===== config.mk =====
export PLATFORM = sky130hd
export DESIGN_NAME = ctrl_pipe_flat
export DESIGN_NICKNAME = d
export VERILOG_FILES = /design/src/rtl/ctrl_pipe_if.sv /design/src/rtl/ctrl_pipe.sv /design/src/flat_wrapper.sv
export SDC_FILE = /design/constraint.sdc
export NUM_CORES = 1
export LEC_CHECK = 0
export ABC_CLOCK_PERIOD_IN_PS = 4700
export CAP_MARGIN = 0
export CELL_PAD_IN_SITES_DETAIL_PLACEMENT = 0
export CELL_PAD_IN_SITES_GLOBAL_PLACEMENT = 1
export CORE_MARGIN = 2
export CORE_UTILIZATION = 33
export CTS_CLUSTER_SIZE = 40
export DETAILED_ROUTE_END_ITERATION = 8
export PLACE_DENSITY = 0.88
export SETUP_SLACK_MARGIN = 0.05
export SKIP_LAST_GASP = 1
export SYNTH_ARGS = -nofsm -noshare
export SYNTH_HDL_FRONTEND = slang
export SYNTH_SLANG_ARGS = --single-unit

===== constraint.sdc =====
create_clock -name clk -period 4.7 [get_ports clk]
set_input_delay 0.47 -clock clk [delete_from_list [all_inputs] [get_ports clk]]
set_output_delay 0.47 -clock clk [all_outputs]
set_load 0.01 [all_outputs]

===== src/rtl/ctrl_pipe_if.sv =====
// Handshake bundle between the decoder and the control-signal pipeline.
// The master drives the ID-stage fields; the slave returns stage outputs.
interface ctrl_pipe_if #(
    parameter int RW = 5
);
    logic          id_jal;
    logic          id_jalr;
    logic          id_branch;
    logic          id_mem_read;
    logic          id_mem_to_reg;
    logic          id_mem_write;
    logic          id_alu_src;
    logic          id_reg_write;
    logic          id_pc_to_reg;
    logic          id_is_ecall;
    logic [RW-1:0] id_rs1;
    logic [RW-1:0] id_rs2;
    logic [RW-1:0] id_rd;
    logic          id_use_rs1;
    logic          id_use_rs2;
    logic          id_halt_cond;
    logic          flush;

    logic          stall;
    logic          ex_jal;
    logic          ex_jalr;
    logic          ex_branch;
    logic          ex_alu_src;
    logic          ex_mem_read;
    logic          ex_mem_write;
    logic          ex_mem_to_reg;
    logic          ex_reg_write;
    logic          ex_pc_to_reg;
    logic [RW-1:0] ex_rd;
    logic          mem_mem_read;
    logic          mem_mem_write;
    logic          mem_mem_to_reg;
    logic          mem_reg_write;
    logic          mem_pc_to_reg;
    logic [RW-1:0] mem_rd;
    logic          wb_mem_to_reg;
    logic          wb_reg_write;
    logic          wb_pc_to_reg;
    logic [RW-1:0] wb_rd;
    logic          is_halted;

    modport master (
        output id_jal, id_jalr, id_branch, id_mem_read, id_mem_to_reg, id_mem_write,
               id_alu_src, id_reg_write, id_pc_to_reg, id_is_ecall,
               id_rs1, id_rs2, id_rd, id_use_rs1, id_use_rs2, id_halt_cond, flush,
        input  stall,
               ex_jal, ex_jalr, ex_branch, ex_alu_src, ex_mem_read, ex_mem_write,
               ex_mem_to_reg, ex_reg_write, ex_pc_to_reg, ex_rd,
               mem_mem_read, mem_mem_write, mem_mem_to_reg, mem_reg_write, mem_pc_to_reg, mem_rd,
               wb_mem_to_reg, wb_reg_write, wb_pc_to_reg, wb_rd, is_halted
    );

    modport slave (
        input  id_jal, id_jalr, id_branch, id_mem_read, id_mem_to_reg, id_mem_write,
               id_alu_src, id_reg_write, id_pc_to_reg, id_is_ecall,
               id_rs1, id_rs2, id_rd, id_use_rs1, id_use_rs2, id_halt_cond, flush,
        output stall,
               ex_jal, ex_jalr, ex_branch, ex_alu_src, ex_mem_read, ex_mem_write,
               ex_mem_to_reg, ex_reg_write, ex_pc_to_reg, ex_rd,
               mem_mem_read, mem_mem_write, mem_mem_to_reg, mem_reg_write, mem_pc_to_reg, mem_rd,
               wb_mem_to_reg, wb_reg_write, wb_pc_to_reg, wb_rd, is_halted
    );
endinterface


===== src/rtl/ctrl_pipe.sv =====
// Carries decoded control bits through ID/EX, EX/MEM and MEM/WB, inserts
// load-use / flush bubbles and drains an ecall halt to writeback.
module ctrl_pipe #(
    parameter int RW = 5
) (
    input  logic       clk,
    input  logic       reset,
    ctrl_pipe_if.slave bus
);

    typedef struct packed {
        logic          valid;
        logic          halt;
        logic          jal;
        logic          jalr;
        logic          branch;
        logic          alu_src;
        logic          mem_read;
        logic          mem_write;
        logic          mem_to_reg;
        logic          reg_write;
        logic          pc_to_reg;
        logic [RW-1:0] rd;
    } idex_t;

    typedef struct packed {
        logic          valid;
        logic          halt;
        logic          mem_read;
        logic          mem_write;
        logic          mem_to_reg;
        logic          reg_write;
        logic          pc_to_reg;
        logic [RW-1:0] rd;
    } exmem_t;

    typedef struct packed {
        logic          valid;
        logic          halt;
        logic          mem_to_reg;
        logic          reg_write;
        logic          pc_to_reg;
        logic [RW-1:0] rd;
    } memwb_t;

    typedef enum logic [1:0] {
        ST_RUN    = 2'd0,
        ST_DRAIN  = 2'd1,
        ST_HALTED = 2'd2
    } halt_state_e;

    idex_t       idex_q, idex_d;
    exmem_t      exmem_q, exmem_d;
    memwb_t      memwb_q, memwb_d;
    halt_state_e state_q, state_d;

    logic halt_pending;
    logic rs1_hit;
    logic rs2_hit;
    logic hz;

    always_comb begin
        rs1_hit = bus.id_use_rs1 && (bus.id_rs1 == idex_q.rd);
        rs2_hit = bus.id_use_rs2 && (bus.id_rs2 == idex_q.rd);
        hz      = idex_q.mem_read && (idex_q.rd != '0) && (rs1_hit || rs2_hit);
    end

    // Once a halt is in flight, halt_pending stays up until reset, even after is_halted.
    assign halt_pending = (state_q != ST_RUN);
    assign bus.stall    = hz && !bus.flush && !halt_pending;

    // An ecall never writes or touches memory; only its halt bit matters.
    always_comb begin
        idex_d = '0;
        if (!(bus.flush || halt_pending || hz)) begin
            idex_d.valid = 1'b1;
            idex_d.rd    = bus.id_rd;
            if (bus.id_is_ecall) begin
                idex_d.halt = bus.id_halt_cond;
            end else begin
                idex_d.jal        = bus.id_jal;
                idex_d.jalr       = bus.id_jalr;
                idex_d.branch     = bus.id_branch;
                idex_d.alu_src    = bus.id_alu_src;
                idex_d.mem_read   = bus.id_mem_read;
                idex_d.mem_write  = bus.id_mem_write;
                idex_d.mem_to_reg = bus.id_mem_to_reg;
                idex_d.reg_write  = bus.id_reg_write;
                idex_d.pc_to_reg  = bus.id_pc_to_reg;
            end
        end
    end

    always_comb begin
        exmem_d            = '0;
        exmem_d.valid      = idex_q.valid;
        exmem_d.halt       = idex_q.halt;
        exmem_d.mem_read   = idex_q.mem_read;
        exmem_d.mem_write  = idex_q.mem_write;
        exmem_d.mem_to_reg = idex_q.mem_to_reg;
        exmem_d.reg_write  = idex_q.reg_write;
        exmem_d.pc_to_reg  = idex_q.pc_to_reg;
        exmem_d.rd         = idex_q.rd;

        memwb_d            = '0;
        memwb_d.valid      = exmem_q.valid;
        memwb_d.halt       = exmem_q.halt;
        memwb_d.mem_to_reg = exmem_q.mem_to_reg;
        memwb_d.reg_write  = exmem_q.reg_write;
        memwb_d.pc_to_reg  = exmem_q.pc_to_reg;
        memwb_d.rd         = exmem_q.rd;
    end

    always_comb begin
        state_d = state_q;
        case (state_q)
            ST_RUN:    if (idex_d.halt) state_d = ST_DRAIN;
            ST_DRAIN:  if (memwb_q.valid && memwb_q.halt) state_d = ST_HALTED;
            ST_HALTED: state_d = ST_HALTED;
            default:   state_d = ST_RUN;
        endcase
    end

    always_ff @(posedge clk) begin
        if (reset) begin
            idex_q  <= '0;
            exmem_q <= '0;
            memwb_q <= '0;
            state_q <= ST_RUN;
        end else begin
            idex_q  <= idex_d;
            exmem_q <= exmem_d;
            memwb_q <= memwb_d;
            state_q <= state_d;
        end
    end

    assign bus.ex_jal         = idex_q.jal;
    assign bus.ex_jalr        = idex_q.jalr;
    assign bus.ex_branch      = idex_q.branch;
    assign bus.ex_alu_src     = idex_q.alu_src;
    assign bus.ex_mem_read    = idex_q.mem_read;
    assign bus.ex_mem_write   = idex_q.mem_write;
    assign bus.ex_mem_to_reg  = idex_q.mem_to_reg;
    assign bus.ex_reg_write   = idex_q.reg_write;
    assign bus.ex_pc_to_reg   = idex_q.pc_to_reg;
    assign bus.ex_rd          = idex_q.rd;

    assign bus.mem_mem_read   = exmem_q.mem_read;
    assign bus.mem_mem_write  = exmem_q.mem_write;
    assign bus.mem_mem_to_reg = exmem_q.mem_to_reg;
    assign bus.mem_reg_write  = exmem_q.reg_write;
    assign bus.mem_pc_to_reg  = exmem_q.pc_to_reg;
    assign bus.mem_rd         = exmem_q.rd;

    assign bus.wb_mem_to_reg  = memwb_q.mem_to_reg;
    assign bus.wb_reg_write   = memwb_q.reg_write;
    assign bus.wb_pc_to_reg   = memwb_q.pc_to_reg;
    assign bus.wb_rd          = memwb_q.rd;

    assign bus.is_halted      = (state_q == ST_HALTED);

endmodule

===== src/flat_wrapper.sv =====
// flat-port wrapper written by rule: the top's interface ports become plain ports
module ctrl_pipe_flat 
#(
    parameter int RW = 5
)
  (clk, reset, bus_id_jal, bus_id_jalr, bus_id_branch, bus_id_mem_read, bus_id_mem_to_reg, bus_id_mem_write, bus_id_alu_src, bus_id_reg_write, bus_id_pc_to_reg, bus_id_is_ecall, bus_id_rs1, bus_id_rs2, bus_id_rd, bus_id_use_rs1, bus_id_use_rs2, bus_id_halt_cond, bus_flush, bus_stall, bus_ex_jal, bus_ex_jalr, bus_ex_branch, bus_ex_alu_src, bus_ex_mem_read, bus_ex_mem_write, bus_ex_mem_to_reg, bus_ex_reg_write, bus_ex_pc_to_reg, bus_ex_rd, bus_mem_mem_read, bus_mem_mem_write, bus_mem_mem_to_reg, bus_mem_reg_write, bus_mem_pc_to_reg, bus_mem_rd, bus_wb_mem_to_reg, bus_wb_reg_write, bus_wb_pc_to_reg, bus_wb_rd, bus_is_halted);
  ctrl_pipe_if #(.RW(RW)) bus_i ();
  input  logic clk;
  input  logic reset;
  input wire logic [$bits(bus_i.id_jal)-1:0] bus_id_jal;
  input wire logic [$bits(bus_i.id_jalr)-1:0] bus_id_jalr;
  input wire logic [$bits(bus_i.id_branch)-1:0] bus_id_branch;
  input wire logic [$bits(bus_i.id_mem_read)-1:0] bus_id_mem_read;
  input wire logic [$bits(bus_i.id_mem_to_reg)-1:0] bus_id_mem_to_reg;
  input wire logic [$bits(bus_i.id_mem_write)-1:0] bus_id_mem_write;
  input wire logic [$bits(bus_i.id_alu_src)-1:0] bus_id_alu_src;
  input wire logic [$bits(bus_i.id_reg_write)-1:0] bus_id_reg_write;
  input wire logic [$bits(bus_i.id_pc_to_reg)-1:0] bus_id_pc_to_reg;
  input wire logic [$bits(bus_i.id_is_ecall)-1:0] bus_id_is_ecall;
  input wire logic [$bits(bus_i.id_rs1)-1:0] bus_id_rs1;
  input wire logic [$bits(bus_i.id_rs2)-1:0] bus_id_rs2;
  input wire logic [$bits(bus_i.id_rd)-1:0] bus_id_rd;
  input wire logic [$bits(bus_i.id_use_rs1)-1:0] bus_id_use_rs1;
  input wire logic [$bits(bus_i.id_use_rs2)-1:0] bus_id_use_rs2;
  input wire logic [$bits(bus_i.id_halt_cond)-1:0] bus_id_halt_cond;
  input wire logic [$bits(bus_i.flush)-1:0] bus_flush;
  output wire logic [$bits(bus_i.stall)-1:0] bus_stall;
  output wire logic [$bits(bus_i.ex_jal)-1:0] bus_ex_jal;
  output wire logic [$bits(bus_i.ex_jalr)-1:0] bus_ex_jalr;
  output wire logic [$bits(bus_i.ex_branch)-1:0] bus_ex_branch;
  output wire logic [$bits(bus_i.ex_alu_src)-1:0] bus_ex_alu_src;
  output wire logic [$bits(bus_i.ex_mem_read)-1:0] bus_ex_mem_read;
  output wire logic [$bits(bus_i.ex_mem_write)-1:0] bus_ex_mem_write;
  output wire logic [$bits(bus_i.ex_mem_to_reg)-1:0] bus_ex_mem_to_reg;
  output wire logic [$bits(bus_i.ex_reg_write)-1:0] bus_ex_reg_write;
  output wire logic [$bits(bus_i.ex_pc_to_reg)-1:0] bus_ex_pc_to_reg;
  output wire logic [$bits(bus_i.ex_rd)-1:0] bus_ex_rd;
  output wire logic [$bits(bus_i.mem_mem_read)-1:0] bus_mem_mem_read;
  output wire logic [$bits(bus_i.mem_mem_write)-1:0] bus_mem_mem_write;
  output wire logic [$bits(bus_i.mem_mem_to_reg)-1:0] bus_mem_mem_to_reg;
  output wire logic [$bits(bus_i.mem_reg_write)-1:0] bus_mem_reg_write;
  output wire logic [$bits(bus_i.mem_pc_to_reg)-1:0] bus_mem_pc_to_reg;
  output wire logic [$bits(bus_i.mem_rd)-1:0] bus_mem_rd;
  output wire logic [$bits(bus_i.wb_mem_to_reg)-1:0] bus_wb_mem_to_reg;
  output wire logic [$bits(bus_i.wb_reg_write)-1:0] bus_wb_reg_write;
  output wire logic [$bits(bus_i.wb_pc_to_reg)-1:0] bus_wb_pc_to_reg;
  output wire logic [$bits(bus_i.wb_rd)-1:0] bus_wb_rd;
  output wire logic [$bits(bus_i.is_halted)-1:0] bus_is_halted;
  assign bus_i.id_jal = bus_id_jal;
  assign bus_i.id_jalr = bus_id_jalr;
  assign bus_i.id_branch = bus_id_branch;
  assign bus_i.id_mem_read = bus_id_mem_read;
  assign bus_i.id_mem_to_reg = bus_id_mem_to_reg;
  assign bus_i.id_mem_write = bus_id_mem_write;
  assign bus_i.id_alu_src = bus_id_alu_src;
  assign bus_i.id_reg_write = bus_id_reg_write;
  assign bus_i.id_pc_to_reg = bus_id_pc_to_reg;
  assign bus_i.id_is_ecall = bus_id_is_ecall;
  assign bus_i.id_rs1 = bus_id_rs1;
  assign bus_i.id_rs2 = bus_id_rs2;
  assign bus_i.id_rd = bus_id_rd;
  assign bus_i.id_use_rs1 = bus_id_use_rs1;
  assign bus_i.id_use_rs2 = bus_id_use_rs2;
  assign bus_i.id_halt_cond = bus_id_halt_cond;
  assign bus_i.flush = bus_flush;
  assign bus_stall = bus_i.stall;
  assign bus_ex_jal = bus_i.ex_jal;
  assign bus_ex_jalr = bus_i.ex_jalr;
  assign bus_ex_branch = bus_i.ex_branch;
  assign bus_ex_alu_src = bus_i.ex_alu_src;
  assign bus_ex_mem_read = bus_i.ex_mem_read;
  assign bus_ex_mem_write = bus_i.ex_mem_write;
  assign bus_ex_mem_to_reg = bus_i.ex_mem_to_reg;
  assign bus_ex_reg_write = bus_i.ex_reg_write;
  assign bus_ex_pc_to_reg = bus_i.ex_pc_to_reg;
  assign bus_ex_rd = bus_i.ex_rd;
  assign bus_mem_mem_read = bus_i.mem_mem_read;
  assign bus_mem_mem_write = bus_i.mem_mem_write;
  assign bus_mem_mem_to_reg = bus_i.mem_mem_to_reg;
  assign bus_mem_reg_write = bus_i.mem_reg_write;
  assign bus_mem_pc_to_reg = bus_i.mem_pc_to_reg;
  assign bus_mem_rd = bus_i.mem_rd;
  assign bus_wb_mem_to_reg = bus_i.wb_mem_to_reg;
  assign bus_wb_reg_write = bus_i.wb_reg_write;
  assign bus_wb_pc_to_reg = bus_i.wb_pc_to_reg;
  assign bus_wb_rd = bus_i.wb_rd;
  assign bus_is_halted = bus_i.is_halted;
  ctrl_pipe #(.RW(RW)) u_core (.clk(clk), .reset(reset), .bus(bus_i));
endmodule

# [After elaboration in Yosys (flattened, before gate mapping)]
# Index checks and enable logic that the tools add are counted.
# W data, S select, Z words.
[op_classes] n_mux=6 eq_ne=6 n_reduce_logical=18
[ops] operator="$mux W16" count=1
[ops] operator="$eq A5 B5 Y1" count=2
[ops] operator="$mux W9" count=1
[ops] operator="$logic_and A1 B1 Y1" count=7
[ops] operator="$pmux W2 S3" count=1
[ops] operator="$reduce_bool A5 Y1" count=1
[ops] operator="$mux W2" count=2
[ops] operator="$ne A2 B1 Y1 const B" count=2
[ops] operator="$logic_or A1 B1 Y1" count=3
[ops] operator="$reduce_or A3 Y1" count=1
[ops] operator="$eq A2 B1 Y1 const B" count=1
[ops] operator="$eq A2 B2 Y1 const B" count=1
[ops] operator="$logic_not A1 Y1" count=2
[ops] operator="$logic_not A2 Y1" count=1
[ops] operator="$reduce_and A2 Y1" count=1
[ops] operator="$reduce_bool A2 Y1" count=1
[ops] operator="$reduce_or A2 Y1" count=1
[ops] operator="$mux W1" count=1
[word_totals] in_bits=31 elab_cells=57 regBits=40

# [Depth between registers and ports, before layout]
# Gate-level depths: netlist of the first run.
[logic_depth] ltp_word=8 mapped_depth=6

# [Least setup slack after synthesis of the first run]
# No wires, ideal clock.
[synth_path] path_kind="input to output" start="input bus_id_rs1[1]" end="output bus_stall" n_path_buf=0 stages=5 required_ns=4.230 path_slack_ns=2.872 arrival_time_ns=1.358 cell_sequence="xnor2_1 > nand4_1 > o22ai_1 > nand2_1 > nor2_1"
[synth_via] elab_chain_len=6
[synth_lines] element="from (decl)" line="flat_wrapper.sv:20" source="input wire logic [$bits(bus_i.id_rs1)-1:0] bus_id_rs1;"
[synth_lines] element="$eq A5 B5 Y1" line="ctrl_pipe.sv:63" source="rs1_hit = bus.id_use_rs1 && (bus.id_rs1 == idex_q.rd);"
[synth_lines] element="$logic_and A1 B1 Y1" line="ctrl_pipe.sv:63"
[synth_lines] element="$logic_or A1 B1 Y1" line="ctrl_pipe.sv:65" source="hz = idex_q.mem_read && (idex_q.rd != '0) && (rs1_hit || rs2_hit);"
[synth_lines] element="$logic_and A1 B1 Y1" line="ctrl_pipe.sv:65"
[synth_lines] element="$logic_and A1 B1 Y1 (2 in a row)" line="ctrl_pipe.sv:70" source="assign bus.stall = hz && !bus.flush && !halt_pending;"
[synth_lines] element="to (decl)" line="flat_wrapper.sv:27" source="output wire logic [$bits(bus_i.stall)-1:0] bus_stall;"
# Every way passes these cells.

# [Worst setup path in the final report of the first run]
[layout_path] start="input bus_id_rs1[4]" end="output bus_stall"
# Same word-level chain as after synthesis.

==> impl_metrics.tcl, run 1 <==
set metrics [dict create \
    status "finished, final reports clean" \
    avgViaCountPerCell 4.178 \
    period_minus_slack_ns 2.915 \
    max_stage_delay_ns 0.54 \
    die-area_mm2 0.005041 \
    tightestPinTransition_ns 0.5953 \
    worst-setup-path-type "in2out" \
    cts_made_buffers 5 \
    grtUsageTotal_pct 11.60 \
    firstDrtPassIters 4 \
    dpl.hpwl_um 2095 \
    slew_violations 0 \
    path_depth 7 \
    critPathRequiredTime_ns 4.23 \
    clock_path_buffers 2 \
    synth_cell_types 24 \
    crit_fanout 4 \
    core_mm2 0.004354 \
    max_freq_mhz 343.0 \
    rr_worst_depth 5 \
    die_h_um 71 \
    worstReg2RegEnd "u_core.state_q[0]" \
    wl_um 2696 \
    p_leak_uw 0.0008223 \
    hold_depth 1 \
    syn2layout_area_growth_pct 48.31 \
    cts.sinks 40 \
    n_antenna_cell 0 \
    clockRootBuffer "clkbuf_8" \
    synth_fp_nets 169 \
    die_w_um 71 \
    avgSynthCellArea_um2 11.06 \
    seqPwrFrac_pct 45.1 \
    min_from "u_core.exmem_d[11]" \
    nNetsFinal 223 \
    start_kind "primary input" \
    syn_inst 134 \
    post_cts_resized 0 \
    numPortBuffers 64 \
    grt_max_degree 29 \
    drc 0 \
    setup_viol 0 \
    total_power_uw 846.7 \
    wl_met1_um 1154 \
    ys_seq_elements 40 \
    ant_nets 0 \
    timing.hold.ws_ns 0.4415 \
    power_frac_clock_pct 35.3 \
    worst_setup_path_end_kind "output port" \
    crit_buf_inv 2 \
    vias 1007 \
    grt_pass1_vias 1023 \
    power.internal_uw 651.7 \
    r2r_setup_slack_ns 2.74 \
    crit_chain "clkdlybuf4s50_1, xnor2_1, nand4_1, o22ai_1, nand2_1, nor2_1, clkdlybuf4s50_1" \
    final_common_cell "clkdlybuf4s50_1" \
    met2_wirelength_um 1218 \
    fin_crit_sh_pct 62.03 \
    antenna_found_initial 0 \
    worstHoldPathType "reg2reg" \
    ys_seq_area_share_pct 54.05 \
    critPathArrivalTime_ns 2.45 \
    initial_utilization_pct 34.02 \
    power_switching_uw 195.0 \
    fp-row-count 24 \
    syn_area_mm2 0.001481 \
    routedWlPerCell_um 11.19 \
    ys_warn_count 0 \
    final_util_pct 50.46 \
    whs_endpoint "u_core.exmem_q[11]" \
    overflow 0 \
    drive_above_1_share_pct 6.878 \
    power_density_mw_per_mm2 385.4 \
    dr.max_layer_used "met4" \
    clock_latency_ns 0.29 \
    maxCapViolCount 0 \
    drt_iter0_drc 31 \
    max-vdd-ir-drop_mv 0.2046 \
    power_frac_comb_pct 19.6 \
    htreeDepth 2 \
    swShare_pct 23.03 \
    cts_hold_buf 0 \
    grt_setup_unrepaired "no" \
    worst_clock_skew_ns 0.005870 \
    r2r-start "u_core.bus.ex_rd[1]" \
    io_pins 65 \
    grt_pass1_wl_um 4478 \
    critPathTopFamily "buffers and inverters" \
    layout_common_cells "clkdlybuf4s50_1, dfxtp_1, nor2b_1, and2_1, xnor2_1" \
    finalWeightedCongestion 0.6595 \
    cpMostUsedCell "clkdlybuf4s50_1" \
    hold_violations 0 \
    fin_tns_setup_ns 0 \
    clk_pin_slew_ns 0.07 \
    routed-wl-met3_um 271 \
    maxSlewHeadroom_pct 60.31 \
    cts_tree "done" \
    post_cts_buffers 0 \
    slowest_stage "clkdlybuf4s50_1" \
]
## synthesized netlist by cell type
library cell / instances / area [µm²]
nor2b_1: 22 / 137.6
nand2b_1: 5 / 31.28
nor2_1: 1 / 3.750
and3_1: 1 / 6.260
o22ai_2: 1 / 12.51
xnor2_1: 10 / 87.58
a21boi_0: 1 / 7.510
ha_1: 4 / 50.05
clkbuf_1: 2 / 7.510
nand2_1: 4 / 15.01
nand4_1: 2 / 12.51
o21a_2: 1 / 8.760
dfxtp_1: 40 / 800.8
buf_4: 15 / 112.6
inv_1: 2 / 7.510
o31a_1: 1 / 8.760
or4_1: 1 / 7.510
mux2i_1: 2 / 20.02
and2_1: 14 / 87.58
a2111oi_4: 1 / 27.53
o22ai_1: 1 / 6.260
or3_1: 1 / 6.260
buf_1: 1 / 3.750
a211oi_2: 1 / 12.51
## stage by stage
stage	setup WS (ns)	instance area (µm²)	instances
global route	1.598	2197	241
finish	1.785	2197	241
floorplan	2.872	1481	134
global placement	1.791	2071	233
CTS	1.757	2197	241
detailed placement	1.760	2071	233
## area by class of cell
cell class / count / area (µm²)
fillers: 391 / 2157
flip-flops and latches: 40 / 800.8
repair buffers: 65 / 648.1
multi-input cells: 74 / 549.3
clock buffers: 7 / 96.34
well taps: 52 / 65.06
clock inverters: 1 / 30.03
inverters: 2 / 7.507
## logic make-up after synthesis
family	synth area share [%]
buffers and inverters	8.869
multiplexers	1.351
XOR/XNOR	5.912
adder cells (fa/ha/maj)	3.379
flip-flops	54.05
AO/OA/AOI/OAI	5.659
AND/OR/NAND/NOR	20.78
## worst max-delay path by stage
stage                        startpoint   endpoint  slack, ns
after CTS                 bus_id_rs1[2]  bus_stall       1.76
after floorplan           bus_id_rs1[1]  bus_stall       2.87
final                     bus_id_rs1[4]  bus_stall       1.78
after global routing      bus_id_rs1[2]  bus_stall       1.60
after detailed placement  bus_id_rs1[2]  bus_stall       1.76
after global placement    bus_id_rs1[1]  bus_stall       1.79
## power groups by stage
| stage | sequential (µW) | combinational, µW | clock [µW] |
|---|---|---|---|
| global placement | 389 | 166 | 0 |
| CTS | 382 | 168 | 307 |
| detailed placement | 390 | 168 | 0 |
| floorplan | 389 | 102 | 0 |
| finish | 382 | 166 | 299 |
| global route | 386 | 186 | 321 |
## metal layers
metal / GRT usage, % / up-vias
li1: - / 515
met1: 13.20 / 442
met2: 18.07 / 44
met3: 5.413 / 6
met4: 6.289 / 0
met5: 0 / -
Power figures use the tool's default switching activity.
==> inputs of run 2 (changes only) <==
ABC_CLOCK_PERIOD_IN_PS = 2500   (was 4700)
CORE_UTILIZATION = 28   (was 33)
PLACE_DENSITY = 0.79   (was 0.88)
clock period = 2.5 ns   (was 4.7 ns; I/O delays follow)
==> impl_metrics.tcl, run 2 (synthesis results as in run 1) <==
set metrics [dict create \
    max_freq_mhz 435.5 \
    cts_tree "done" \
    max-vdd-ir-drop_mv 0.3129 \
    grt_setup_unrepaired "no" \
    drc 0 \
    drive_above_1_share_pct 7.368 \
    cts.sinks 40 \
    clock_latency_ns 0.29 \
    antenna_found_initial 0 \
    htreeDepth 2 \
    finalWorstSetupSlack_ns 0.2036 \
    hold_depth 1 \
    p_leak_uw 0.0008174 \
    critPathTopFamily "simple AND/OR/NAND/NOR gates" \
    die_h_um 76.74 \
    start_kind "register" \
    fp-row-count 26 \
    die-area_mm2 0.005888 \
    nNetsFinal 224 \
    worstHoldPathType "reg2reg" \
    core_mm2 0.005107 \
    clock_path_buffers 2 \
    dpl.hpwl_um 2139 \
    setup_viol 0 \
    slowest_stage "or4_1" \
    whs_endpoint "u_core.exmem_q[11]" \
    worst_clock_skew_ns 0.006677 \
    cts_made_buffers 5 \
    avgViaCountPerCell 3.812 \
    post_cts_buffers 0 \
    fin_crit_sh_pct 91.86 \
    clk_pin_slew_ns 0.08 \
    design_area_mm2 0.002212 \
    grt_pass1_vias 954 \
    layout_common_cells "clkdlybuf4s50_1, dfxtp_1, nor2b_1, and2_1, xnor2_1" \
    critPathArrivalTime_ns 2.05 \
    r2r-start "u_core.bus.ex_rd[1]" \
    cts_hold_buf 0 \
    worstReg2RegEnd "u_core.state_q[0]" \
    total_power_uw 1539 \
    firstDrtPassIters 3 \
    critPathRequiredTime_ns 2.25 \
    postPlaceCellArea_mm2 0.002101 \
    slew_violations 0 \
    post_cts_resized 0 \
    overflow 0 \
    vias 991 \
    crit_chain "or4_1, o21a_2, nand2_1, nor2_1, clkdlybuf4s50_1" \
    status "finished, final reports clean" \
    worst-setup-path-type "reg2out" \
    initial_utilization_pct 29.01 \
    syn2layout_area_growth_pct 49.32 \
    rr_worst_depth 5 \
    finalWeightedCongestion 0.7208 \
    worst_setup_path_end_kind "output port" \
    hold_violations 0 \
    grtUsageTotal_pct 9.517 \
    crit_fanout 5 \
    die_w_um 76.74 \
    r2r_setup_slack_ns 0.53 \
    crit_buf_inv 1 \
    period_minus_slack_ns 2.296 \
    clockRootBuffer "clkbuf_8" \
    wl_um 2720 \
    fin_tns_setup_ns 0 \
    path_depth 5 \
    min_from "u_core.exmem_d[11]" \
    ant_nets 0 \
    n_antenna_cell 0 \
    io_pins 65 \
    maxCapViolCount 0 \
    routedWlPerCell_um 10.46 \
    drt_iter0_drc 14 \
    place_ws_ns 0.2661 \
    numPortBuffers 64 \
    max_stage_delay_ns 0.54 \
    tightestPinTransition_ns 0.4858 \
    power_density_mw_per_mm2 695.6 \
    grt_pass1_wl_um 4250 \
    final_util_pct 43.31 \
    grt_max_degree 19 \
    final_common_cell "clkdlybuf4s50_1" \
    maxSlewHeadroom_pct 67.51 \
]
==> run 2: worst max path at each step <==
stage                                   start           endpoint
final                     u_core.bus.ex_rd[1]          bus_stall
after global routing      u_core.bus.ex_rd[1]          bus_stall
after CTS                 u_core.bus.ex_rd[1]          bus_stall
after detailed placement        bus_id_rs1[4]          bus_stall
after global placement          bus_id_rs1[1]          bus_stall
after floorplan           u_core.bus.ex_rd[1]  u_core.state_q[0]
==> run 2: per-stage QoR <==
step / hold WS (ns) / cells
after floorplan: 0.3717 / 134
after global placement: 0.4175 / 252
after detailed placement: 0.4266 / 252
after CTS: 0.4500 / 260
after global routing: 0.4630 / 260
final: 0.4425 / 260
==> run 2: routing by layer <==
metal / vias up / share of wire [%] / global-route usage, %
li1: 518 / - / -
met3: 5 / 10 / 5.412
met1: 427 / 42 / 10.63
met5: - / 0 / 0
met4: 0 / 1.6 / 4.909
met2: 41 / 46 / 14.39
==> run 2: worst reg2reg max path, cell delays in order (launching register included) <==
cell	delay, ns
dfxtp_1	0.37
or4_1	0.54
o21a_2	0.26
o31a_1	0.29
o22ai_2	0.23
mux2i_1	0.20
==> run 2: layout make-up <==
class	count	area (µm²)
inverters	2	7.507
multi-input cells	74	549.3
clock buffers	5	68.82
well taps	70	87.58
repair buffers	66	655.6
flip-flops and latches	40	800.8
clock inverters	3	42.54
fillers	533	2895
==> run 2: power breakdown <==
part / total [µW] / leakage [µW] / internal [µW] / switching [µW]
clock: 508 / 0.0000541 / 295 / 213
combinational: 313 / 0.000438 / 188 / 125
sequential: 718 / 0.000325 / 685 / 32.1
==> inputs of run 3 (changes only) <==
ABC_CLOCK_PERIOD_IN_PS = 1950   (was 2500)
clock period = 1.95 ns   (was 2.5 ns; I/O delays follow)
==> impl_metrics.tcl, run 3 (synthesis results as in run 1) <==
set metrics [dict create \
    total_power_uw 2065 \
    place_ws_ns -0.1999 \
    power.internal_uw 1595 \
    clk_pin_slew_ns 0.07 \
    maxSlewHeadroom_pct 71.21 \
    grt_setup_unrepaired "yes" \
    drt_iter0_drc 17 \
    grt_max_degree 23 \
    wl_um 2815 \
    slowest_stage "or4_4" \
    grtUsageTotal_pct 10.14 \
    n_antenna_cell 0 \
    layout_common_cells "clkdlybuf4s50_1, dfxtp_1, nor2b_1, and2_1, xnor2_1" \
    antenna_found_initial 0 \
    fin_tns_setup_ns 0 \
    seqPwrFrac_pct 44.5 \
    power_density_mw_per_mm2 904.8 \
    clock_latency_ns 0.28 \
    grt_pass1_wl_um 4712 \
    grt_pass1_vias 1031 \
    setup_viol 0 \
    numPortBuffers 64 \
    max_freq_mhz 534.8 \
    finalWeightedCongestion 0.6852 \
    power_switching_uw 469.7 \
    avgViaCountPerCell 3.804 \
    finalWorstSetupSlack_ns 0.08016 \
    period_minus_slack_ns 1.870 \
    tightestPinTransition_ns 0.4311 \
    die_w_um 76.74 \
    dpl.hpwl_um 2189 \
    worst-setup-path-type "reg2reg" \
    overflow 0 \
    multi_input_area_um2 565.5 \
    critPathArrivalTime_ns 2.08 \
    initial_utilization_pct 29.01 \
    final_cells 265 \
    power_frac_clock_pct 34.4 \
    routedWlPerCell_um 10.62 \
    crit_fanout 4 \
    slew_violations 0 \
    fin_crit_sh_pct 95.89 \
    fp-row-count 26 \
    clockRootBuffer "clkbuf_8" \
    core_mm2 0.005107 \
    power_frac_comb_pct 21.2 \
    drc 0 \
    max-vdd-ir-drop_mv 0.4287 \
    htreeDepth 2 \
    drive_above_1_share_pct 12.82 \
    cts_made_buffers 5 \
    io_pins 65 \
    final_util_pct 44.68 \
    worst_clock_skew_ns 0.003384 \
    ant_nets 0 \
    start_kind "register" \
    vias 1008 \
    syn2layout_area_growth_pct 54.05 \
    status "finished, final reports clean" \
    swShare_pct 22.75 \
    nNetsFinal 229 \
    cts_tree "done" \
    p_leak_uw 0.0008596 \
    worst_setup_path_end_kind "register" \
    r2r_setup_slack_ns 0.08 \
    max_stage_delay_ns 0.53 \
    post-place-cells 255 \
    regArea_um2 807.0 \
    maxCapViolCount 0 \
    crit_chain "or4_4, o21a_4, o31a_1, o22ai_2, mux2i_1" \
    clock_path_buffers 2 \
    firstDrtPassIters 4 \
    final_common_cell "clkdlybuf4s50_1" \
    cts.sinks 40 \
    critPathRequiredTime_ns 2.16 \
    die-area_mm2 0.005888 \
    fillers 503 \
    hold_violations 0 \
    die_h_um 76.74 \
    worstHoldPathType "reg2reg" \
]
[run 3: timing repair]
item,CTS,global route
pin swaps,3,4
gates resized for setup,10,1
setup buffers,1,1
gates cloned,0,0
hold buffers,0,0
endpoints found under the setup margin,12,12
[run 3: final timing paths]
path                        to           startpoint  cells past startpoint
max          u_core.state_q[1]  u_core.bus.ex_rd[1]                      5
min          u_core.memwb_q[8]   u_core.exmem_q[10]                      1
max reg2reg  u_core.state_q[1]  u_core.bus.ex_rd[1]                      5
min reg2reg  u_core.memwb_q[8]   u_core.exmem_q[10]                      1
[run 3: critical path: cells and delay by family, from the launching register on]
kind | cells | cell delay [ns]
AO/OA/AOI/OAI | 3 | 0.73
flip-flops | 1 | 0.34
multiplexers | 1 | 0.20
AND/OR/NAND/NOR | 1 | 0.53
[run 3: metal layers]
layer / share of wire (%) / global-route usage [%]
met3: 9.7 / 5.176
met2: 48 / 16.23
met5: 0 / 0
met4: 0.53 / 3.273
met1: 42 / 11.74
[run 3: power by group through the flow]
stage / clock, µW / sequential, µW / combinational (µW)
final: 709 / 918 / 438
after detailed placement: 0 / 938 / 422
after global routing: 773 / 924 / 486
after floorplan: 0 / 937 / 246
after global placement: 0 / 938 / 420
after CTS: 734 / 919 / 440
[run 3: area by class of cell]
class	instances	area share, %
Sequential cell	40	35.36
Timing Repair Buffer	71	30.15
Multi-Input combinational cell	74	24.78
Clock buffer	7	4.221
Tap cell	70	3.838
Clock inverter	1	1.316
Inverter	2	0.3289
[run 3: metrics by stage]
stage	cell area [µm²]	hold WS [ns]
final	2282	0.4390
after global routing	2282	0.4602
after CTS	2268	0.4458
after detailed placement	2123	0.4218
after global placement	2123	0.4167
after floorplan	1481	0.3167
